--- src/rtl/monitor_porta.sv ---
// monitor_porta: reads the door controller's display outputs (7-seg HEX plus green/red LEDs).
// It filters the pattern, decodes it back into the door state and flags illegal state sequences.
// It also counts completed open/close cycles and error events.
// Optional build macro MONITOR_TIMEOUT_EN adds a dwell timer that flags a door stuck in motion;
// without it err_timeout is tied low and no timer logic exists.
module monitor_porta #(
  parameter int STABLE_CYCLES = 2,
  parameter int MAX_MOV       = 200,
  parameter int CNT_W         = 8
) (
  input  logic             i_clock,
  input  logic             i_reset_n,
  input  logic [6:0]       i_hex,
  input  logic             i_led_verde,
  input  logic             i_led_vermelho,
  input  logic             i_clear_err,
  output logic [2:0]       o_estado,
  output logic             o_estado_valido,
  output logic             o_mudou,
  output logic             o_err_transicao,
  output logic             o_err_codigo,
  output logic             o_err_timeout,
  output logic [CNT_W-1:0] o_num_ciclos,
  output logic [CNT_W-1:0] o_num_erros
);

  typedef enum logic [2:0] {
    ST_DESCONHECIDO = 3'd0,
    ST_FECHADO      = 3'd1,
    ST_ABRINDO      = 3'd2,
    ST_ABERTO       = 3'd3,
    ST_FECHANDO     = 3'd4
  } estado_t;

  // Active-low segment codes {g,f,e,d,c,b,a}
  localparam logic [6:0] HEX_F = 7'b0001110;
  localparam logic [6:0] HEX_O = 7'b1000000;
  localparam logic [6:0] HEX_A = 7'b0001000;

  // Stability counter must reach STABLE_CYCLES+1, where it parks after an acceptance
  localparam int SCNT_W = $clog2(STABLE_CYCLES + 2);

  if (STABLE_CYCLES < 1 || MAX_MOV < 2 || CNT_W < 2) begin : g_param_check
    $error("monitor_porta: STABLE_CYCLES>=1, MAX_MOV>=2 and CNT_W>=2 are required");
  end

  // Saturating add of a small event count to a CNT_W counter
  function automatic logic [CNT_W-1:0] sat_add(input logic [CNT_W-1:0] a, input logic [1:0] b);
    logic [CNT_W:0] s;
    s = {1'b0, a} + {{(CNT_W-1){1'b0}}, b};
    if (s[CNT_W]) return {CNT_W{1'b1}};
    return s[CNT_W-1:0];
  endfunction

  // Legal door-state successors (re-open from FECHANDO included)
  function automatic logic is_legal(input estado_t from, input estado_t to);
    logic ok;
    ok = 1'b0;
    case (from)
      ST_FECHADO:  ok = (to == ST_ABRINDO);
      ST_ABRINDO:  ok = (to == ST_ABERTO);
      ST_ABERTO:   ok = (to == ST_FECHANDO);
      ST_FECHANDO: ok = (to == ST_FECHADO) || (to == ST_ABRINDO);
      default:     ok = 1'b0;
    endcase
    return ok;
  endfunction

  logic [8:0]        w_tuple;
  logic [8:0]        r_smp;
  logic [SCNT_W-1:0] r_cnt, w_cnt_nxt;
  logic              w_accept;
  estado_t           w_dec;
  logic              w_dec_ok;

  estado_t           r_estado, w_estado_nxt;
  logic              r_valido, w_valido_nxt;
  logic              r_mudou, w_mudou_nxt;
  logic              r_inv, w_inv_nxt;
  logic              r_err_tr, w_err_tr_nxt;
  logic              r_err_cod, w_err_cod_nxt;
  logic [CNT_W-1:0]  r_ciclos, w_ciclos_nxt;
  logic [CNT_W-1:0]  r_erros, w_erros_nxt;
  logic              w_tr_new, w_cod_new, w_to_new;
  logic [1:0]        w_err_inc;

  assign w_tuple  = {i_hex, i_led_verde, i_led_vermelho};
  // A sample that has been held STABLE_CYCLES edges is accepted exactly once
  assign w_accept = (r_cnt == SCNT_W'(STABLE_CYCLES));

  // Stability counter: restarts at 1 on a new sample, parks one past the acceptance point
  always_comb begin
    w_cnt_nxt = r_cnt;
    if (w_tuple != r_smp) begin
      w_cnt_nxt = SCNT_W'(1);
    end else if (r_cnt != SCNT_W'(STABLE_CYCLES + 1)) begin
      w_cnt_nxt = r_cnt + SCNT_W'(1);
    end
  end

  // Decode the registered display tuple into a door state
  always_comb begin
    w_dec    = ST_DESCONHECIDO;
    w_dec_ok = 1'b0;
    case (r_smp)
      {HEX_F, 2'b01}: begin w_dec = ST_FECHADO;  w_dec_ok = 1'b1; end
      {HEX_A, 2'b11}: begin w_dec = ST_ABRINDO;  w_dec_ok = 1'b1; end
      {HEX_O, 2'b10}: begin w_dec = ST_ABERTO;   w_dec_ok = 1'b1; end
      {HEX_F, 2'b11}: begin w_dec = ST_FECHANDO; w_dec_ok = 1'b1; end
      default:        begin w_dec = ST_DESCONHECIDO; w_dec_ok = 1'b0; end
    endcase
  end

  // Acceptance: state update, transition check, cycle counting, code-error detection
  always_comb begin
    w_estado_nxt = r_estado;
    w_valido_nxt = r_valido;
    w_mudou_nxt  = 1'b0;
    w_inv_nxt    = r_inv;
    w_ciclos_nxt = r_ciclos;
    w_tr_new     = 1'b0;
    w_cod_new    = 1'b0;
    if (w_accept) begin
      if (!w_dec_ok) begin
        // Undecodable pattern: state is held and only the first acceptance of the episode counts
        w_valido_nxt = 1'b0;
        if (!r_inv) begin
          w_cod_new = 1'b1;
          w_inv_nxt = 1'b1;
        end
      end else begin
        w_valido_nxt = 1'b1;
        w_inv_nxt    = 1'b0;
        if (w_dec != r_estado) begin
          w_estado_nxt = w_dec;
          w_mudou_nxt  = 1'b1;
          if (r_estado != ST_DESCONHECIDO && !is_legal(r_estado, w_dec)) begin
            w_tr_new = 1'b1;
          end
          if (r_estado == ST_FECHANDO && w_dec == ST_FECHADO) begin
            w_ciclos_nxt = sat_add(r_ciclos, 2'd1);
          end
        end
      end
    end
  end

`ifdef MONITOR_TIMEOUT_EN
  localparam int DW_W = $clog2(MAX_MOV + 1);

  logic [DW_W-1:0] r_dwell, w_dwell_nxt;
  logic            r_err_to, w_err_to_nxt;

  // Dwell timer: restarts on any state change, fires once when a motion state reaches MAX_MOV
  always_comb begin
    w_dwell_nxt = r_dwell;
    w_to_new    = 1'b0;
    if (w_mudou_nxt) begin
      w_dwell_nxt = '0;
    end else if ((r_estado == ST_ABRINDO || r_estado == ST_FECHANDO) &&
                 r_dwell != DW_W'(MAX_MOV)) begin
      w_dwell_nxt = r_dwell + DW_W'(1);
      if (r_dwell == DW_W'(MAX_MOV - 1)) w_to_new = 1'b1;
    end
  end

  assign w_err_to_nxt  = (i_clear_err ? 1'b0 : r_err_to) | w_to_new;
  assign o_err_timeout = r_err_to;

  // Dwell timer and timeout flag registers
  always_ff @(posedge i_clock) begin
    if (!i_reset_n) begin
      r_dwell  <= '0;
      r_err_to <= 1'b0;
    end else begin
      r_dwell  <= w_dwell_nxt;
      r_err_to <= w_err_to_nxt;
    end
  end
`else
  assign w_to_new      = 1'b0;
  assign o_err_timeout = 1'b0;
`endif

  // A new error in the same cycle as clear_err survives the clear
  assign w_err_inc     = 2'(w_tr_new) + 2'(w_cod_new) + 2'(w_to_new);
  assign w_err_tr_nxt  = (i_clear_err ? 1'b0 : r_err_tr) | w_tr_new;
  assign w_err_cod_nxt = (i_clear_err ? 1'b0 : r_err_cod) | w_cod_new;
  assign w_erros_nxt   = sat_add(i_clear_err ? '0 : r_erros, w_err_inc);

  // Filter and monitor state registers
  always_ff @(posedge i_clock) begin
    if (!i_reset_n) begin
      r_smp     <= '0;
      r_cnt     <= '0;
      r_estado  <= ST_DESCONHECIDO;
      r_valido  <= 1'b0;
      r_mudou   <= 1'b0;
      r_inv     <= 1'b0;
      r_err_tr  <= 1'b0;
      r_err_cod <= 1'b0;
      r_ciclos  <= '0;
      r_erros   <= '0;
    end else begin
      r_smp     <= w_tuple;
      r_cnt     <= w_cnt_nxt;
      r_estado  <= w_estado_nxt;
      r_valido  <= w_valido_nxt;
      r_mudou   <= w_mudou_nxt;
      r_inv     <= w_inv_nxt;
      r_err_tr  <= w_err_tr_nxt;
      r_err_cod <= w_err_cod_nxt;
      r_ciclos  <= w_ciclos_nxt;
      r_erros   <= w_erros_nxt;
    end
  end

  assign o_estado        = r_estado;
  assign o_estado_valido = r_valido;
  assign o_mudou         = r_mudou;
  assign o_err_transicao = r_err_tr;
  assign o_err_codigo    = r_err_cod;
  assign o_num_ciclos    = r_ciclos;
  assign o_num_erros     = r_erros;

endmodule

--- config.mk ---
export PLATFORM = sky130hd
export DESIGN_NAME = monitor_porta
export DESIGN_NICKNAME = d
export VERILOG_FILES = /design/src/rtl/monitor_porta.sv
export SDC_FILE = /design/constraint.sdc
export NUM_CORES = 1
export LEC_CHECK = 0
export CAP_MARGIN = 10
export CORE_ASPECT_RATIO = 0.9
export CORE_MARGIN = 2
export CORE_UTILIZATION = 51
export DETAILED_ROUTE_END_ITERATION = 12
export GPL_TIMING_DRIVEN = 1
export HOLD_SLACK_MARGIN = 0.08
export PLACE_DENSITY = 0.8
export SETUP_SLACK_MARGIN = 0.4
export SLEW_MARGIN = 20
export SYNTH_ARGS = -nofsm -noshare
export SYNTH_HDL_FRONTEND = slang
export SYNTH_SLANG_ARGS = --single-unit
--- constraint.sdc ---
create_clock -name i_clock -period 3.6 [get_ports i_clock]
set_input_delay 0.9 -clock i_clock [delete_from_list [all_inputs] [get_ports i_clock]]
set_output_delay 0.9 -clock i_clock [all_outputs]
set_load 0.005 [all_outputs]
* Word-level counts from Yosys, hierarchy flattened
Index checks and enable logic that the tools add are counted.
** Word-level totals
- Flip-flop bits (word level) :: 35
- Input bits :: 12
- Output and inout port bits :: 24
- Word-level logic and storage cells :: 76
** Cells by class
- $add $sub $neg :: 4
- Eq/ne operators :: 16
- Multiplexer cells :: 31
- Bitwise operators :: 3
- Reduce and logical (&&, ||, !) cells :: 11
** Operators with widths (count)
- $mux W8 :: 5
- $eq A9 B6 Y1 const B :: 3
- $mux W1 :: 24
- $eq A3 B2 Y1 const B :: 4
- $pmux W3 S4 :: 1
- $add A8 B1 Y9 const B :: 1
- $add A8 B2 Y9 :: 1
- $eq A9 B9 Y1 const B :: 1
- $ne A9 B9 Y1 :: 1
- $eq A3 B1 Y1 const B :: 2
- $eq A3 B3 Y1 const B :: 2
- $reduce_and A3 Y1 :: 2
- $pmux W1 S4 :: 1
- $reduce_and A4 Y1 :: 1
- $reduce_or A4 Y1 :: 1
- $ne A3 B3 Y1 :: 1
- $reduce_bool A3 Y1 :: 1
- $add A1 B1 Y2 :: 1
- $add A2 B1 Y2 const B :: 1
- $eq A2 B2 Y1 const B :: 1
- $logic_and A1 B1 Y1 :: 2
- $ne A2 B2 Y1 const B :: 1
- $or A1 B1 Y1 :: 2
- $reduce_bool A2 Y1 :: 1
- other kinds (4) :: 4

* Depth between registers and ports, before layout
Gate-level depths: netlist (run 1).
- Word-level depth :: 18
- Gate-level depth with buffers :: 14
- Depth with buffers taken out :: 12

* Worst setup path before layout (run 1)
Ideal clock, no wire load.
- Kind :: register to register
- Start point :: reg r_smp[8]
- End point :: reg r_erros[3] (netlist: o_num_erros[3])
- Setup time :: 0.115 ns
- Arrival time :: 2.871 ns
- Data required time :: 3.485 ns
- Slack :: 0.615 ns
- Stages on the path, launching flop included :: 13
- Path buffers :: 1
- Clock period less this slack :: 2.985 ns
- Path through :: dfxtp_1 > nand3b_1 > o32ai_1 > nand3_1 > a32oi_1 > nor4_1 > fa_1 > ha_1 > nand3_1 > nor3_1 > and3_1 > clkbuf_1 > o21a_1
** Between the ends
- Longest elaborated chain between the ends :: 18
- Elaborated cells between the ends (all ways) :: 29
- Those cells by class :: add/sub: 2; eq/ne: 9; mux: 14; reduce/logical: 4
** Ends and longest elaborated chain
- from (decl) :: line 70 : logic [8:0] r_smp;
- from (signal assigned) :: line 205 : r_smp <= w_tuple;
- $eq A9 B6 Y1 / $eq A9 B9 Y1 (equally long branches) :: line 105 : case (r_smp)
- $pmux W3 S4 :: line 105
- $eq A3 B1 Y1 / $eq A3 B2 Y1 (equally long branches) :: line 63, 60
- $logic_or A1 B1 Y1 :: line 63 : ST_FECHANDO: ok = (to == ST_FECHADO) || (to == ST_ABRINDO);
- $pmux W1 S4 :: line 59 : case (from)
- $mux W1 :: line 134 : if (w_dec != r_estado) begin
- $mux W1 :: line 124 : if (!w_dec_ok) begin
- $mux W1 :: line 123 : if (w_accept) begin
- (+2 left out)
- $mux W1 :: line 137 : if (r_estado != ST_DESCONHECIDO && !is_legal(r_estado, w_dec)) begin
- $mux W1 :: line 134
- $mux W1 :: line 124
- $mux W1 :: line 123
- $add A1 B1 Y2 * :: line 186 : assign w_err_inc = 2'(w_tr_new) + 2'(w_cod_new) + 2'(w_to_new);
- $add A8 B2 Y9 * :: line 50 : s = {1'b0, a} + {{(CNT_W-1){1'b0}}, b};
- $mux W1 :: line 51 : if (s[CNT_W]) return {CNT_W{1'b1}};
- $mux W8 * :: line 52 : return s[CNT_W-1:0];
- to (signal assigned) :: line 214 : r_erros <= w_erros_nxt;
- to (decl) :: line 83 : logic [CNT_W-1:0] r_erros, w_erros_nxt;
Every way passes the cells marked *; elsewhere a longest branch is shown, timed or not. The select of a mux whose other input is x is not followed.
A chain may end at the register's enable or synchronous reset.

* Worst setup path in the final report (run 1)
- Start point :: reg r_smp[3]
- End point :: reg r_erros[3] (netlist: o_num_erros[3])
Same word-level chain as after synthesis.

==> impl_metrics.py, run 1 <==
metrics = {
    "hold_path": {
        "min_to": "r_inv$_SDFFE_PN0N_",
        "hold_start": "r_inv$_SDFFE_PN0N_",
        "hold_class": "register to register",
        "hold_depth": 2,
    },
    "clock_tree": {
        "cts.sinks": 35,
        "clk_pin_slew_ns": 0.07,
        "clockRootBuffer": "clkbuf_8",
        "cts_tree": "done",
        "cts_inserted_buffers": 5,
        "htree_levels": 2,
        "clockBufferDepth": 2,
        "cts-hold-fix-buffers": 0,
        "insertion_delay_ns": 0.28,
    },
    "worst_setup_path": {
        "critPathKind": "register to register",
        "crit_path_end_kind": "register",
        "critPathMaxFanout": 7,
        "r2r_end": "o_num_erros[3]$_SDFF_PN0_",
        "r2r_start": "r_smp[3]$_SDFF_PN0_",
        "critPathLaunchType": "register",
        "rr_worst_depth": 11,
        "reg2reg_slack_ns": 0.59,
        "arrival_ns": 3.19,
        "worstPathRequired_ns": 3.78,
    },
    "floorplan": {
        "ios": 36,
        "coreArea_um2": 3378,
        "die_h_um": 60.45,
        "fp.dieArea_um2": 4033,
        "rows": 20,
        "start_util_pct": 53.44,
        "die_w_um": 66.72,
    },
    "flow_run": {
        "maxCapViolCount": 0,
    },
    "placement": {
        "gp_congestion": 0.9409,
        "buffer_ports.inserted": 34,
        "dp.final_hpwl_um": 2704,
    },
    "timing": {
        "timing.final.crit_share_pct": 83.65,
        "finalCriticalPeriod_ns": 3.011,
        "max_freq_mhz": 332.1,
        "hold_viol": 0,
        "fin_tns_setup_ns": 0,
        "finClkSkew_ns": 0.005156,
        "rsz0062_at_grt": "no",
        "setup-violations-final": 0,
        "finalMaxSlewViolations": 0,
    },
    "drt": {
        "drt-initial-drc-count": 72,
        "ant_nets": 0,
        "dr.pass1.iters": 4,
        "wirelength_um": 3941,
        "via_count": 1631,
        "via_per_inst": 5.605,
        "drcViolationCount": 0,
        "avgRoutedWirePerCell_um": 13.54,
    },
    "synthesis": {
        "yosysWarnings": 0,
        "seq_area_frac_synth_pct": 38.81,
        "synth_common_cells": "dfxtp_1 (35), nor2_1 (20), a21oi_1 (12), and2_1 (11), nand2_1 (11)",
        "syn_avg_cell_area_um2": 8.680,
        "netlist-cell-type-count": 52,
        "synth-main-ff-cell": "dfxtp_1",
        "synth_area_um2": 1805,
        "synth_top_area_cell": "dfxtp_1",
        "ys_ff_latch": 35,
        "yosysTopAreaCellShare_pct": 38.81,
        "async_flop_share_pct": 0,
        "syn_inst": 208,
        "synth-edff-count": 0,
        "yosysMostFrequentCell": "dfxtp_1",
        "synthTopCellsByArea": "dfxtp_1 (39%), nor2_1 (4.2%), xnor2_1 (3.9%)",
        "syn-num-nets": 225,
    },
    "cells_and_area": {
        "fin_nets": 263,
        "drive_above_1_share_pct": 10.93,
        "area.growth.synth_to_final_pct": 30.91,
        "antenna_cells": 0,
        "utilization_pct": 69.96,
    },
    "pwr": {
        "seq_power_share_pct": 52.3,
        "power_density_nw_per_um2": 323.7,
        "p_switching_mw": 0.1668,
        "leakage_nw": 0.8777,
        "internal-power_mw": 0.5982,
        "combPwrFrac_pct": 7.7,
        "vdd_drop_max_mv": 0.2702,
        "p_sw_share_pct": 21.81,
        "clkPwrFrac_pct": 40.0,
    },
    "global_routing": {
        "grt_usage_pct": 20.44,
        "overflow": 0,
        "grt_max_degree": 19,
        "grt_pass1_vias": 1423,
        "grt_antenna_before_repair": 0,
        "grt_pass1_wl_um": 6306,
    },
    "outcome": {
        "outcome": "finished, final reports clean",
    },
}
power groups by stage:
stage                     sequential, mW  combinational, mW  clock [mW]
after detailed placement           0.408             0.0532           0
after global placement             0.408             0.0529           0
after global routing               0.401             0.0633       0.329
final                              0.400             0.0586       0.306
after CTS                          0.399             0.0548       0.312
after floorplan                    0.407             0.0299           0
area by class of cell:
cell class	instances	area, um^2
repair buffers	40	385.4
flip-flops and latches	35	701.9
fillers	269	1015
inverters	3	11.26
clock buffers	8	100.1
well taps	44	55.05
multi-input cells	161	1110
metal layers:
metal	wire (um)	vias up	global-route usage (%)	part of all wire, %
met5	0	-	0	0
met4	55	0	6.997	1.4
met3	165	7	4.082	4.2
met2	1752	42	31.86	44
met1	1968	758	28.67	50
li1	-	824	-	-
sequential cells by signal, summed over array words and instances, names as in the netlist:
signal / flops
r_smp: 9
o_num_erros: 8
o_mudou: 1
o_estado_valido: 1
o_num_ciclos: 8
r_inv: 1
o_err_transicao: 1
r_cnt: 2
o_estado: 3
o_err_codigo: 1
what timing repair did:
item / in CTS / in global routing
setup buffers: 0 / 2
gates cloned: 0 / 0
endpoints found under the setup margin: 7 / 8
pin swaps: 0 / 1
resized for setup: 1 / 11
cell families after synthesis:
family | Yosys count | share of synthesized area, %
other | 1 | 0.2077
and+or+nand+nor | 102 | 33.06
xor gates and xnor gates | 14 | 6.792
buffers and inverters | 12 | 3.119
adders and majority gates | 5 | 3.881
AOI/OAI and AO/OA | 39 | 14.14
DFF | 35 | 38.81
through the flow:
| stage | hold WS, ns | worst slack (ns) | power, mW | instance area (um^2) | instances |
|---|---|---|---|---|---|
| after detailed placement | 0.4577 | 0.3497 | 0.4612 | 2186 | 281 |
| final | 0.4724 | 0.5887 | 0.7650 | 2364 | 291 |
| after global routing | 0.4963 | 0.3696 | 0.7927 | 2364 | 291 |
| after floorplan | 0.4451 | 0.6148 | 0.4366 | 1805 | 208 |
| after CTS | 0.4684 | 0.4050 | 0.7662 | 2293 | 289 |
| after global placement | 0.4539 | 0.4997 | 0.4606 | 2186 | 281 |
worst max-delay path by stage:
stage | startpoint | end | slack, ns | depth (start not counted)
2_1_floorplan | r_smp[8]$_SDFF_PN0_ | o_num_erros[3]$_SDFF_PN0_ | 0.61 | 12
3_3_place_gp | r_smp[8]$_SDFF_PN0_ | o_num_erros[5]$_SDFF_PN0_ | 0.50 | 11
3_5_place_dp | r_smp[8]$_SDFF_PN0_ | o_num_erros[2]$_SDFF_PN0_ | 0.35 | 12
4_1_cts | r_smp[8]$_SDFF_PN0_ | o_num_erros[2]$_SDFF_PN0_ | 0.41 | 11
5_1_grt | r_smp[1]$_SDFF_PN0_ | o_num_erros[2]$_SDFF_PN0_ | 0.37 | 11
6_report | r_smp[3]$_SDFF_PN0_ | o_num_erros[3]$_SDFF_PN0_ | 0.59 | 11
worst max-delay path, stage by stage (launching register included):
cell     delay [ns]
dfxtp_1        0.40
or3b_1         0.31
a21oi_4        0.08
or4_1          0.50
a32oi_2        0.26
nor4_2         0.08
fa_1           0.45
ha_1           0.23
nand3_1        0.16
nor3_2         0.07
and3_4         0.20
o21a_1         0.18
cell usage in the layout, fill, tap and decap left out, types with 5 or more instances in the layout:
master and count:
dfxtp_1 34, xnor2_1 8, o21ai_0 5, nor3_1 6, clkdlybuf4s50_1 34, clkbuf_8 7
a21oi_1 12, nand3_1 9, nor2_1 19, and2_1 11, xor2_1 6, and3_1 5
buf_4 6, nand2_1 11
No activity file was read; power rests on OpenSTA's default activity.
==> run 2, diff against run 1 <==
==> constraint.sdc (replaced) <==
create_clock -name i_clock -period 3.15 [get_ports i_clock]
set_input_delay 0.7875 -clock i_clock [delete_from_list [all_inputs] [get_ports i_clock]]
set_output_delay 0.7875 -clock i_clock [all_outputs]
set_load 0.005 [all_outputs]
==> run 2 against run 1 <==
Compared with the run above:
- largest power group unchanged
- highest routed layer unchanged
- fmax is 6.0% higher
- wire length rose by 20%
- cell count rose by 3.4%
- register-to-register slack got worse by 0.28 ns
- worst setup slack worse by 0.28 ns
==> impl_metrics.py, run 2 (synthesized netlist as in run 1, its figures left out) <==
metrics = {
    "clock_tree": {
        "htree_levels": 2,
        "cts-hold-fix-buffers": 0,
        "clockBufferDepth": 2,
        "cts.sinks": 35,
        "clk_pin_slew_ns": 0.06,
        "insertion_delay_ns": 0.28,
        "cts_inserted_buffers": 5,
        "clockRootBuffer": "clkbuf_8",
        "cts_tree": "done",
    },
    "pwr": {
        "leakage_nw": 0.9288,
        "power_density_nw_per_um2": 325.8,
        "vdd_drop_max_mv": 0.2682,
    },
    "timing": {
        "timing.final.crit_share_pct": 90.19,
        "setup-violations-final": 0,
        "finClkSkew_ns": 0.004933,
        "fin_tns_setup_ns": 0,
        "max_freq_mhz": 352.0,
        "hold_viol": 0,
        "finalMaxSlewViolations": 0,
        "rsz0062_at_grt": "yes",
        "finalCriticalPeriod_ns": 2.841,
    },
    "drt": {
        "avgRoutedWirePerCell_um": 15.70,
        "via_count": 1759,
        "via_per_inst": 5.844,
        "ant_nets": 0,
        "wirelength_um": 4726,
        "drt-initial-drc-count": 110,
        "dr.pass1.iters": 4,
        "drcViolationCount": 0,
    },
    "hold_path": {
        "hold_depth": 2,
        "hold_class": "register to register",
    },
    "global_routing": {
        "grt_max_degree": 19,
        "grt_antenna_before_repair": 0,
        "grt_pass1_wl_um": 7210,
        "grt_usage_pct": 23.54,
        "overflow": 0,
        "grt_pass1_vias": 1538,
    },
    "worst_setup_path": {
        "reg2reg_slack_ns": 0.31,
        "worstPathRequired_ns": 3.32,
        "critPathMaxFanout": 7,
        "crit_path_end_kind": "register",
        "arrival_ns": 3.01,
        "critPathKind": "register to register",
        "rr_worst_depth": 12,
        "critPathLaunchType": "register",
    },
    "placement": {
        "placed_cells": 283,
        "gp_congestion": 0.8505,
        "place_area_um2": 2271,
        "dp.final_hpwl_um": 2921,
        "buffer_ports.inserted": 34,
    },
    "floorplan": {
        "fp.dieArea_um2": 4033,
        "rows": 20,
        "ios": 36,
        "start_util_pct": 53.44,
        "die_w_um": 66.72,
        "coreArea_um2": 3378,
        "die_h_um": 60.45,
    },
    "cells_and_area": {
        "design_area_um2": 2537,
        "multiInputGateArea_um2": 1205,
        "n_fill_cell": 245,
        "final_cell_mix": "clkdlybuf4s50_1 (34), dfxtp_1 (31), nor2_1 (16), buf_4 (16)",
        "largest_reg_flops": 9,
        "final_cells": 301,
        "top_register": "r_smp",
        "fin_nets": 275,
        "final_common_cell": "clkdlybuf4s50_1",
        "area.growth.synth_to_final_pct": 40.54,
        "seqCellArea_um2": 710.7,
        "antenna_cells": 0,
        "drive_above_1_share_pct": 21.40,
    },
    "flow_run": {
        "maxCapViolCount": 0,
    },
    "outcome": {
        "outcome": "finished, final reports clean",
    },
}
-- run 2: changes by cell type in the layout (fill, tap and decap cells not counted), sizes merged --
cell | previous run | this run
buf | 6 | 18
clkbuf | 8 | 6
-- run 2: routing by layer --
layer | vias to the layer above | track usage, % | part of all wire [%]
met5 | - | 0 | 0
met4 | 0 | 7.289 | 1.4
met3 | 8 | 3.896 | 5.2
met2 | 56 | 39.00 | 49
met1 | 845 | 31.87 | 44
li1 | 850 | - | -
-- run 2: area by class of cell --
cell class                      count  area share (%)
Sequential cell                    35           28.01
Tap cell                           44           2.170
Clock buffer                        6           2.860
Multi-Input combinational cell    161           47.49
Timing Repair Buffer               52           19.03
Inverter                            3          0.4438
-- run 2: timing repair --
action | 4_1_cts | 5_1_grt
buffers inserted | 9 | 3
gates resized for setup | 17 | 10
endpoints found under the setup margin | 7 | 8
pin swaps | 12 | 11
hold endpoints to repair | 0 | 0
-- run 2: critical path: stages, from the launching register on --
cell     delay (ns)
dfxtp_4        0.34
or3b_4         0.29
buf_6          0.12
a21oi_4        0.03
or4_1          0.50
a32oi_2        0.31
nor4_4         0.06
fa_2           0.38
ha_4           0.18
nand3_4        0.11
nor3_4         0.05
and3_4         0.18
o21a_1         0.18
-- run 2: stage by stage --
stage,hold WS [ns],utilization [%],setup slack (ns),power (mW)
2_1_floorplan,0.4451,-,0.4004,0.5025
3_3_place_gp,0.4607,67.22,0.2852,0.5308
3_5_place_dp,0.4635,67.22,0.2324,0.5319
4_1_cts,0.4742,73.22,0.3325,0.8261
5_1_grt,0.5109,75.11,0.2214,0.8581
6_report,0.4711,75.11,0.3091,0.8267
-- run 2: worst paths after layout --
path	endpoint	from
setup / recovery	o_num_erros[7]$_SDFF_PN0_	r_smp[1]$_SDFF_PN0_
hold / removal	r_inv$_SDFFE_PN0N_	r_inv$_SDFFE_PN0N_
setup reg to reg	o_num_erros[7]$_SDFF_PN0_	r_smp[1]$_SDFF_PN0_
hold reg to reg	r_inv$_SDFFE_PN0N_	r_inv$_SDFFE_PN0N_
-- run 2: power by group --
part,leakage (nW),switching (mW),internal [mW],total (mW)
combinational,0.605,0.0375,0.0406,0.0781
sequential,0.286,0.00766,0.449,0.457
clock,0.0371,0.145,0.147,0.292
==> patch: new RTL, flow settings as in run 1 <==
The parameter `CNT_W` goes from 8 to 9.
--- a/src/rtl/monitor_porta.sv
+++ b/src/rtl/monitor_porta.sv
@@ -8,3 +8,3 @@
   parameter int MAX_MOV       = 200,
-  parameter int CNT_W         = 8
+  parameter int CNT_W         = 9
 ) (
Ports: changed (resized o_num_ciclos and o_num_erros); port bits go from 36 to 38. The function was not compared with the original's and may differ.
==> patch against run 1 <==
Setup slack worse by 0.10 ns; critical path type unchanged; design area rose by 3.9%; first-iteration DRC count increased to 3.0 times the old value; clock skew is 0.0024 ns higher; largest cell class unchanged; clock power decreased by 6%; hold slack gained 0.0088 ns; global-route usage grew 0.81 points; power is 0.55% higher; area after synthesis grew 4.6%; sequential cell count rose by 2; critical path depth is 2 higher; wire length grew 3.3%.
==> patch: results (changes against run 1) <==
Parameter                              Value

Placed design
  Post-detail-place hpwl ... 2.90 mm (+7.4%)
  Placer's final routability congestion estimate ... 0.924 (-1.8%)
  DP Worst Slack ... 0.214 ns (-0.136 ns)
  Count of input and output buffers ... 36 (+5.9%)

Yosys
  Share of synthesized registers carrying an async set or reset ... 0% (unchanged)
  Sequential element share of the synthesized area ... 39.2% (+0.42 points)
  Yosys warnings ... 0 (unchanged)
  Primary flip-flop cell chosen by synthesis mapping ... dfxtp_1
  Net count after synthesis ... 229 (+1.8%)
  Share of synthesized cell area in full adder, half adder and majority cells ... 3.71% (-0.17 points)
  Share of synthesized area spent on multiplexers ... 0% (unchanged)
  Leading post-synthesis cells by cell area ... dfxtp_1, xnor2_1, nor2_1
  Post-synthesis xor/xnor area fraction ... 6.96% (+0.17 points)
  Post-synthesis cell type count ... 50 (-3.8%)
  Share of the synthesized area in compound gates (AO/OA/AOI/OAI) ... 16.6% (+2.5 points)
  Leading post-synthesis cells by instance count ... dfxtp_1, nor2_1, a21oi_1

Setup path
  Data arrival time of the worst path ... 3.33 ns (+0.14 ns)
  Slowest cell delay on critical path ... 0.45 ns (-0.05 ns)
  Largest driver fanout on the critical path ... 5 (-2)
  Largest delay share family, worst path ... simple AND/OR/NAND/NOR gates
  Library cell contributing the largest single delay on the critical path ... or3b_4

Global route
  Antenna violations before repair ... 0 (unchanged)
  Overall global routing resource usage ... 21.2% (+0.81 points)
  Vias in the first global route ... 1,440 (+1.2%)
  Wire length of the first global-routing pass ... 6.63 mm (+5.1%)
  Pin count of the biggest net entering global routing ... 18 (-1)

Final layout
  Share of layout cells above drive strength 1 ... 15.4% (+4.4 points)
  Number of filler instances in the final layout ... 259 (-3.7%)
  Nets@finish ... 271 (+3.0%)
  Diode count ... 0 (unchanged)

CTS
  CTS clock-pin slew for the worst setup and hold paths ... 0.07 ns (about the same)
  H-tree levels ... 2 (unchanged)
  Root buffer cell ... clkbuf_8
  Clock latency on the worst-skew pair ... 0.29 ns
  Number of CTS-inserted buffers ... 5 (unchanged)
  Maximum number of buffers from clock root to sink ... 2 (unchanged)

Run status
  Result of the run ... complete, no violations

STA
  Clock skew after layout ... 0.00754 ns (+0.00239 ns)

Routing
  Number of search-and-repair iterations in the first detailed-routing pass ... 4 (unchanged)
  Total via count in the routed design ... 1,687 (+3.4%)
  Average wire per cell in the routed design ... 13.7 um (+0.87%)
  Remaining routing DRC violations ... 0 (unchanged)
  Initial drt markers ... 219 (+200%)

Power and ir drop
  Total internal power ... 0.599 mW (about the same)
  Max IR drop VDD ... 204 uV (-24%)
  Total leakage power ... 0.855 nW (-2.5%)

Hold path
  Class of the tightest hold or removal check ... reg2reg
[patch: changes by cell type after synthesis, sizes merged, moves of 3 or more]
cell,delta
inv,+4
o21ai,+4
a21oi,+3
a41oi,+3
buf,+3
xnor2,+3
[patch: metrics by stage]
| stage | cell area (um^2) | utilization, % | total power [mW] | instances |
|---|---|---|---|---|
| 2_1_floorplan | 1900 | - | 0.466 | 212 |
| 3_3_place_gp | 2290 | 66.2 | 0.486 | 287 |
| 3_5_place_dp | 2290 | 66.2 | 0.487 | 287 |
| 4_1_cts | 2400 | 69.6 | 0.774 | 296 |
| 5_1_grt | 2460 | 71.1 | 0.804 | 298 |
| 6_report | 2460 | 71.1 | 0.769 | 298 |
[patch: final timing paths]
path / start / endpoint / slack (ns) / cells past startpoint
worst min register to register: r_inv$_SDFFE_PN0N_ / r_inv$_SDFFE_PN0N_ / 0.48 / 2
worst min-delay path: r_inv$_SDFFE_PN0N_ / r_inv$_SDFFE_PN0N_ / 0.48 / 2
worst max-delay path: r_smp[0]$_SDFF_PN0_ / o_num_erros[6]$_SDFF_PN0_ / 0.49 / 13
worst max register to register: r_smp[0]$_SDFF_PN0_ / o_num_erros[6]$_SDFF_PN0_ / 0.49 / 13
[patch: layout make-up]
| cell class | count | area share, % |
|---|---|---|
| Clock buffer | 7 | 3.52 |
| Inverter | 6 | 0.917 |
| Multi-Input combinational cell | 159 | 45.5 |
| Sequential cell | 37 | 30.4 |
| Tap cell | 44 | 2.24 |
| Timing Repair Buffer | 45 | 17.4 |
[patch: layer usage]
layer | GRT usage (%) | vias to the layer above | share of wire, %
li1 | - | 832 | -
met1 | 30.0 | 783 | 47
met2 | 32.3 | 62 | 46
met3 | 7.03 | 10 | 5.4
met4 | 3.71 | 0 | 1.4
met5 | 0 | - | 0
[patch: repair_timing]
action	4_1_cts	5_1_grt
gates resized for setup	4	11
setup buffers	2	2
pin swaps	3	7
endpoints found under the setup margin	7	9
[patch: power groups by stage]
| stage | sequential, mW | combinational (mW) | clock, mW |
|---|---|---|---|
| after floorplan | 0.429 | 0.0372 | 0 |
| after global placement | 0.429 | 0.0568 | 0 |
| after detailed placement | 0.430 | 0.0572 | 0 |
| after CTS | 0.421 | 0.0595 | 0.293 |
| after global routing | 0.421 | 0.0657 | 0.318 |
| final | 0.421 | 0.0600 | 0.288 |
[patch: worst register-to-register path: cells and delay by family (launching register included)]
family          cells  cell delay [ns]
simple gates        5             1.30
compound gates      5             0.77
fa+ha+maj           2             0.57
flops               1             0.36
buf+inv             1             0.07
